[config.mk]
export PLATFORM = sky130hd
export DESIGN_NAME = wb_trace_uart
export DESIGN_NICKNAME = d
export VERILOG_FILES = /design/src/rtl/wb_trace_uart.sv
export SDC_FILE = /design/constraint.sdc
export NUM_CORES = 1
export LEC_CHECK = 0
export BUFFER_PORTS_ARGS = -buffer_cell sky130_fd_sc_hd__buf_2
export CAP_MARGIN = 20
export CELL_PAD_IN_SITES_DETAIL_PLACEMENT = 0
export CELL_PAD_IN_SITES_GLOBAL_PLACEMENT = 1
export CORE_MARGIN = 2
export CORE_UTILIZATION = 42
export CTS_CLUSTER_SIZE = 14
export DETAILED_ROUTE_END_ITERATION = 8
export HOLD_SLACK_MARGIN = 0.12
export PLACE_DENSITY = 0.78
export SETUP_SLACK_MARGIN = 0.02
export SYNTH_ARGS = -nofsm -noshare
export SYNTH_HDL_FRONTEND = slang
export SYNTH_SLANG_ARGS = --single-unit
[constraint.sdc]
create_clock -name clk -period 4.7 [get_ports clk]
set_input_delay 0.47 -clock clk [delete_from_list [all_inputs] [get_ports clk]]
set_output_delay 0.47 -clock clk [all_outputs]
set_load 0.005 [all_outputs]
[src/rtl/wb_trace_uart.sv]
// Register-writeback trace transmitter: captures non-x0 writebacks into a FIFO
// and sends each as a 6-byte 8N1 UART frame (A5, reg, data MSB first).
module wb_trace_uart #(
    parameter int unsigned BAUD_DIV  = 200,
    parameter int unsigned FIFO_LOG2 = 4
) (
    input  logic                 clk,
    input  logic                 rst,
    input  logic                 wb_we,
    input  logic [4:0]           wb_write_reg,
    input  logic [31:0]          wb_write_data,
    input  logic                 enable,
    output logic                 tx,
    output logic                 busy,
    output logic                 overflow,
    output logic [FIFO_LOG2:0]   level
);

    localparam int unsigned DEPTH = 1 << FIFO_LOG2;
    localparam int unsigned CW    = (BAUD_DIV > 1) ? $clog2(BAUD_DIV) : 1;
    localparam logic [CW-1:0]      BAUD_RELOAD = CW'(BAUD_DIV - 1);
    localparam logic [FIFO_LOG2:0] FULL_LVL    = {1'b1, {FIFO_LOG2{1'b0}}};

    typedef enum logic [1:0] {IDLE, START, DATA, STOP} state_t;

    logic [36:0]          mem_q [DEPTH];
    logic [FIFO_LOG2-1:0] wr_ptr_q, rd_ptr_q;
    logic [FIFO_LOG2:0]   level_q, level_d;
    logic                 overflow_q;

    state_t               state_q;
    logic [47:0]          frame_q;
    logic [CW-1:0]        baud_q;
    logic [2:0]           bit_idx_q;
    logic [2:0]           byte_idx_q;
    logic                 tx_q;

    logic                 push_req, full, pop, push_ok;
    logic [36:0]          rd_entry;
    logic [7:0]           cur_byte;

    always_comb begin
        push_req = enable && wb_we && (wb_write_reg != '0);
        full     = (level_q == FULL_LVL);
        pop      = (state_q == IDLE) && (level_q != '0);
        // A pop in the same cycle frees a slot, so a push at full is still taken.
        push_ok  = push_req && (!full || pop);
        level_d  = level_q;
        if (push_ok && !pop)
            level_d = level_q + 1'b1;
        else if (pop && !push_ok)
            level_d = level_q - 1'b1;
        rd_entry = mem_q[rd_ptr_q];
    end

    assign cur_byte = frame_q[47:40];

    always_ff @(posedge clk) begin
        if (push_ok)
            mem_q[wr_ptr_q] <= {wb_write_reg, wb_write_data};
    end

    always_ff @(posedge clk or posedge rst) begin
        if (rst) begin
            wr_ptr_q   <= '0;
            rd_ptr_q   <= '0;
            level_q    <= '0;
            overflow_q <= 1'b0;
        end else begin
            if (push_ok)
                wr_ptr_q <= wr_ptr_q + 1'b1;
            if (pop)
                rd_ptr_q <= rd_ptr_q + 1'b1;
            level_q <= level_d;
            if (push_req && !push_ok)
                overflow_q <= 1'b1;
        end
    end

    always_ff @(posedge clk or posedge rst) begin
        if (rst) begin
            state_q    <= IDLE;
            frame_q    <= '0;
            baud_q     <= '0;
            bit_idx_q  <= '0;
            byte_idx_q <= '0;
            tx_q       <= 1'b1;
        end else begin
            case (state_q)
                IDLE: begin
                    tx_q   <= 1'b1;
                    baud_q <= BAUD_RELOAD;
                    if (pop) begin
                        frame_q    <= {8'hA5, 3'b000, rd_entry};
                        byte_idx_q <= '0;
                        bit_idx_q  <= '0;
                        tx_q       <= 1'b0;
                        state_q    <= START;
                    end
                end
                START: begin
                    if (baud_q == '0) begin
                        baud_q    <= BAUD_RELOAD;
                        bit_idx_q <= '0;
                        tx_q      <= cur_byte[0];
                        state_q   <= DATA;
                    end else begin
                        baud_q <= baud_q - 1'b1;
                    end
                end
                DATA: begin
                    if (baud_q == '0) begin
                        baud_q <= BAUD_RELOAD;
                        if (bit_idx_q == 3'd7) begin
                            tx_q    <= 1'b1;
                            state_q <= STOP;
                        end else begin
                            bit_idx_q <= bit_idx_q + 3'd1;
                            tx_q      <= cur_byte[bit_idx_q + 3'd1];
                        end
                    end else begin
                        baud_q <= baud_q - 1'b1;
                    end
                end
                STOP: begin
                    if (baud_q == '0) begin
                        baud_q <= BAUD_RELOAD;
                        if (byte_idx_q == 3'd5) begin
                            tx_q    <= 1'b1;
                            state_q <= IDLE;
                        end else begin
                            // Next byte moves into the top of the shift register; no idle gap.
                            byte_idx_q <= byte_idx_q + 3'd1;
                            frame_q    <= {frame_q[39:0], 8'h00};
                            tx_q       <= 1'b0;
                            state_q    <= START;
                        end
                    end else begin
                        baud_q <= baud_q - 1'b1;
                    end
                end
                default: begin
                    tx_q    <= 1'b1;
                    state_q <= IDLE;
                end
            endcase
        end
    end

    assign tx       = tx_q;
    assign busy     = (state_q != IDLE) || (level_q != '0);
    assign overflow = overflow_q;
    assign level    = level_q;

endmodule
==> results.sh <==
export IMPL_cpMostUsedCell="ha_1"
export IMPL_finalPower_uw=12900
export IMPL_relSlewSlack=0.237
export IMPL_yosysWarnings=0
export IMPL_async_flop_share=0.118
export IMPL_cp_required_ps=5170
export IMPL_synth_cells=1401
export IMPL_drv_slew=0
export IMPL_hold_violations=0
export IMPL_ys_ff_latch=671
export IMPL_finalClockSkew_ps=21.0
export IMPL_numCtsBuffers=69
export IMPL_rsz0062_at_grt="no"
export IMPL_cp_end_kind="flip-flop"
export IMPL_synth_seq_area_share=0.751
export IMPL_antenna_found_initial=1
export IMPL_synth_most_common_cell="edfxtp_1"
export IMPL_clockBufferDepth=3
export IMPL_dpl_worst_slack_ps=1150
export IMPL_hold_path_class="in -> reg"
export IMPL_critPathSlowestCell="or4_4"
export IMPL_cts_repair_resized=0
export IMPL_first_global_vias=13386
export IMPL_clock_root_buffer="clkbuf_16"
export IMPL_yosysUniqueCellTypes=57
export IMPL_drv_cap=0
export IMPL_start_util=0.425
export IMPL_dieWidth_um=254
export IMPL_netlist_top_cells_area="edfxtp_1, mux4_2, dfrtp_1, mux2i_1, a22oi_1"
export IMPL_cp_arrival_ps=3890
export IMPL_cts_setup_buffers=0
export IMPL_overflow=0
export IMPL_max_clock_freq_mhz=292
export IMPL_place_gp_congestion=0.761
export IMPL_clkSinkCount=671
export IMPL_hold_depth=1
export IMPL_die_h_um=254
export IMPL_r2r_end="level[4]$_DFFE_PP0P_"
export IMPL_drt_initial_drc_count=1316
export IMPL_whs_ps=236
export IMPL_wl_um=55200
export IMPL_cp_max_fo=7
export IMPL_period_share=0.728
export IMPL_row_count=91
export IMPL_final_nets=1538
export IMPL_syn_area_um2=26300
export IMPL_drive_gt1_frac=0.205
export IMPL_min_from="wb_write_data[11]"
export IMPL_synth_top_area_cell="edfxtp_1"
export IMPL_synth_edf_count=592
export IMPL_crit_type="reg -> reg"
export IMPL_syn_to_final_growth_pct=13.5
export IMPL_worstHoldEndpoint="mem_q[14][11]$_DFFE_PP_"
export IMPL_drt_first_pass_iters=5
export IMPL_yosysTopAreaCellShare=0.676
export IMPL_dieArea_um2=64600
export IMPL_critPathMaxStageDelay_ps=590
export IMPL_synthTopCellsByCount="edfxtp_1, mux2i_1, mux4_2"
export IMPL_dp_cells=2241
export IMPL_ios=49
export IMPL_setup_viol=0
export IMPL_cts_tree="built"
export IMPL_viasPerCell=5.54
export IMPL_worst_setup_path_start_kind="flip-flop"
export IMPL_ant_nets=0
export IMPL_outcome="finished, final reports clean"
export IMPL_rrSetupSlack_ps=1280
export IMPL_core_um2=61800
export IMPL_worst_pin_slew_ps=1140
export IMPL_synth_avg_cell_area_um2=18.8
export IMPL_period_needed_ps=3420
export IMPL_ir_drop_mv=0.281
export IMPL_path_clk_slew_ps=60
export IMPL_htree_levels=3
export IMPL_grt_pass1_wl_um=83000
export IMPL_via_count=13106
export IMPL_reg2reg_depth=12
export IMPL_portBuffers=48
export IMPL_p_per_area_nw_per_um2=432
export IMPL_hpwl_um=31500
export IMPL_diodes=0
export IMPL_cp_cell_sequence="or4_4, or3b_1, nand2b_1, inv_4, ha_1, inv_1, ha_1, a21o_1, a21oi_1, xnor2_1, nor2_1, xor2_1"
export IMPL_track_usage=0.173
export IMPL_wl_per_cell_um=23.3
export IMPL_synth_fp_nets=1463
export IMPL_finalNonFillerCells=2367
export IMPL_fin_ws_ps=1280
export IMPL_p_leak_uw=0.00950
export IMPL_synth_ff_type="edfxtp_1"
export IMPL_insertion_delay_ps=610
export IMPL_r2r_start="level[0]$_DFFE_PP0P_"
export IMPL_grt_max_degree=76
export IMPL_drc=0
-- final cells by class --
| cell class | count | area, um2 |
|---|---|---|
| fillers | 5010 | 32000 |
| flip-flops and latches | 671 | 19800 |
| multi-input cells | 625 | 6130 |
| clock buffers | 93 | 1870 |
| well taps | 837 | 1050 |
| repair buffers | 86 | 611 |
| clock inverters | 32 | 330 |
| inverters | 23 | 90.1 |
-- through the flow --
stage,setup TNS [ps],cell area [um2],utilization
3_5_place_dp,0,27600,0.447
2_1_floorplan,-64010,26300,-
4_1_cts,0,29800,0.483
6_report,0,29800,0.483
5_1_grt,0,29800,0.483
3_3_place_gp,0,27600,0.446
-- layer usage --
layer / track usage / routed length (um) / up-vias
met3: 0.0292 / 3190 / 74
met5: 0 / 13 / -
met4: 0.0534 / 1130 / 2
met2: 0.289 / 27200 / 383
li1: - / - / 5824
met1: 0.234 / 23700 / 6823
-- cells in the final DEF (no fill, tap or decap), types with 4 or more instances in the layout --
cell type    n
nand2b_1     6
o22ai_1     29
a22o_1       8
buf_4       31
nor2_4       4
buf_2       48
nor4_2       4
mux4_2      93
nor2_1      15
xnor2_1     12
ha_1        19
clkbuf_8     5
bufinv_16    4
clkinv_8     4
nand3_1     12
o21a_1      28
edfxtp_1   592
nand2_1     67
o21ai_0     14
clkinv_2    11
buf_12       5
and3_2       8
a21oi_1     35
clkbuf_1    19
mux2i_1    116
inv_1       21
o31ai_1      4
dfrtp_1     74
clkinv_1     7
o311ai_0    27
a31oi_1      4
a22oi_1     73
clkbuf_16   69
-- repair_timing --
action,CTS,global route
endpoints found under the hold margin,37,0
endpoints found under the setup margin,0,0
hold buffers,1,0
-- logic make-up after synthesis --
| logic type | Yosys count | share of synthesized area |
|---|---|---|
| compound gates | 236 | 0.0632 |
| buf+inv | 105 | 0.0188 |
| mux | 211 | 0.125 |
| simple gates | 142 | 0.0268 |
| flops | 671 | 0.751 |
| xor+xnor | 15 | 0.00500 |
| fa+ha+maj | 21 | 0.0103 |
-- flip-flops by register name, summed over array words and instances (netlist names) --
signal,flops
baud_q,8
state_q,2
level,5
overflow,1
frame_q,48
rd_ptr_q,4
bit_idx_q,3
mem_q,592
byte_idx_q,3
wr_ptr_q,4
tx,1
-- power breakdown --
part / internal (uW) / switching, uW
clock: 3040 / 2230
combinational: 228 / 457
sequential: 6800 / 124
total: 10100 / 2810
-- critical path: cells and delay by family (launching register included) --
| family | cells | cell delay [ps] |
|---|---|---|
| and+or+nand+nor | 4 | 1410 |
| buffers and inverters | 2 | 240 |
| adders and majority gates | 2 | 520 |
| xor gates and xnor gates | 2 | 290 |
| DFF | 1 | 450 |
| AOI/OAI and AO/OA | 2 | 370 |
-- how the worst max path moves through the flow --
stage / startpoint / to / slack (ps)
6_report: level[0]$_DFFE_PP0P_ / level[4]$_DFFE_PP0P_ / 1280
5_1_grt: level[0]$_DFFE_PP0P_ / level[4]$_DFFE_PP0P_ / 1080
4_1_cts: level[0]$_DFFE_PP0P_ / level[4]$_DFFE_PP0P_ / 1290
3_5_place_dp: wb_write_reg[0] / level[4]$_DFFE_PP0P_ / 1150
3_3_place_gp: wb_write_reg[0] / level[4]$_DFFE_PP0P_ / 1200
2_1_floorplan: state_q[0]$_DFFE_PP0P_ / mem_q[3][0]$_DFFE_PP_ / -430
(Power assumes the default switching activity.)
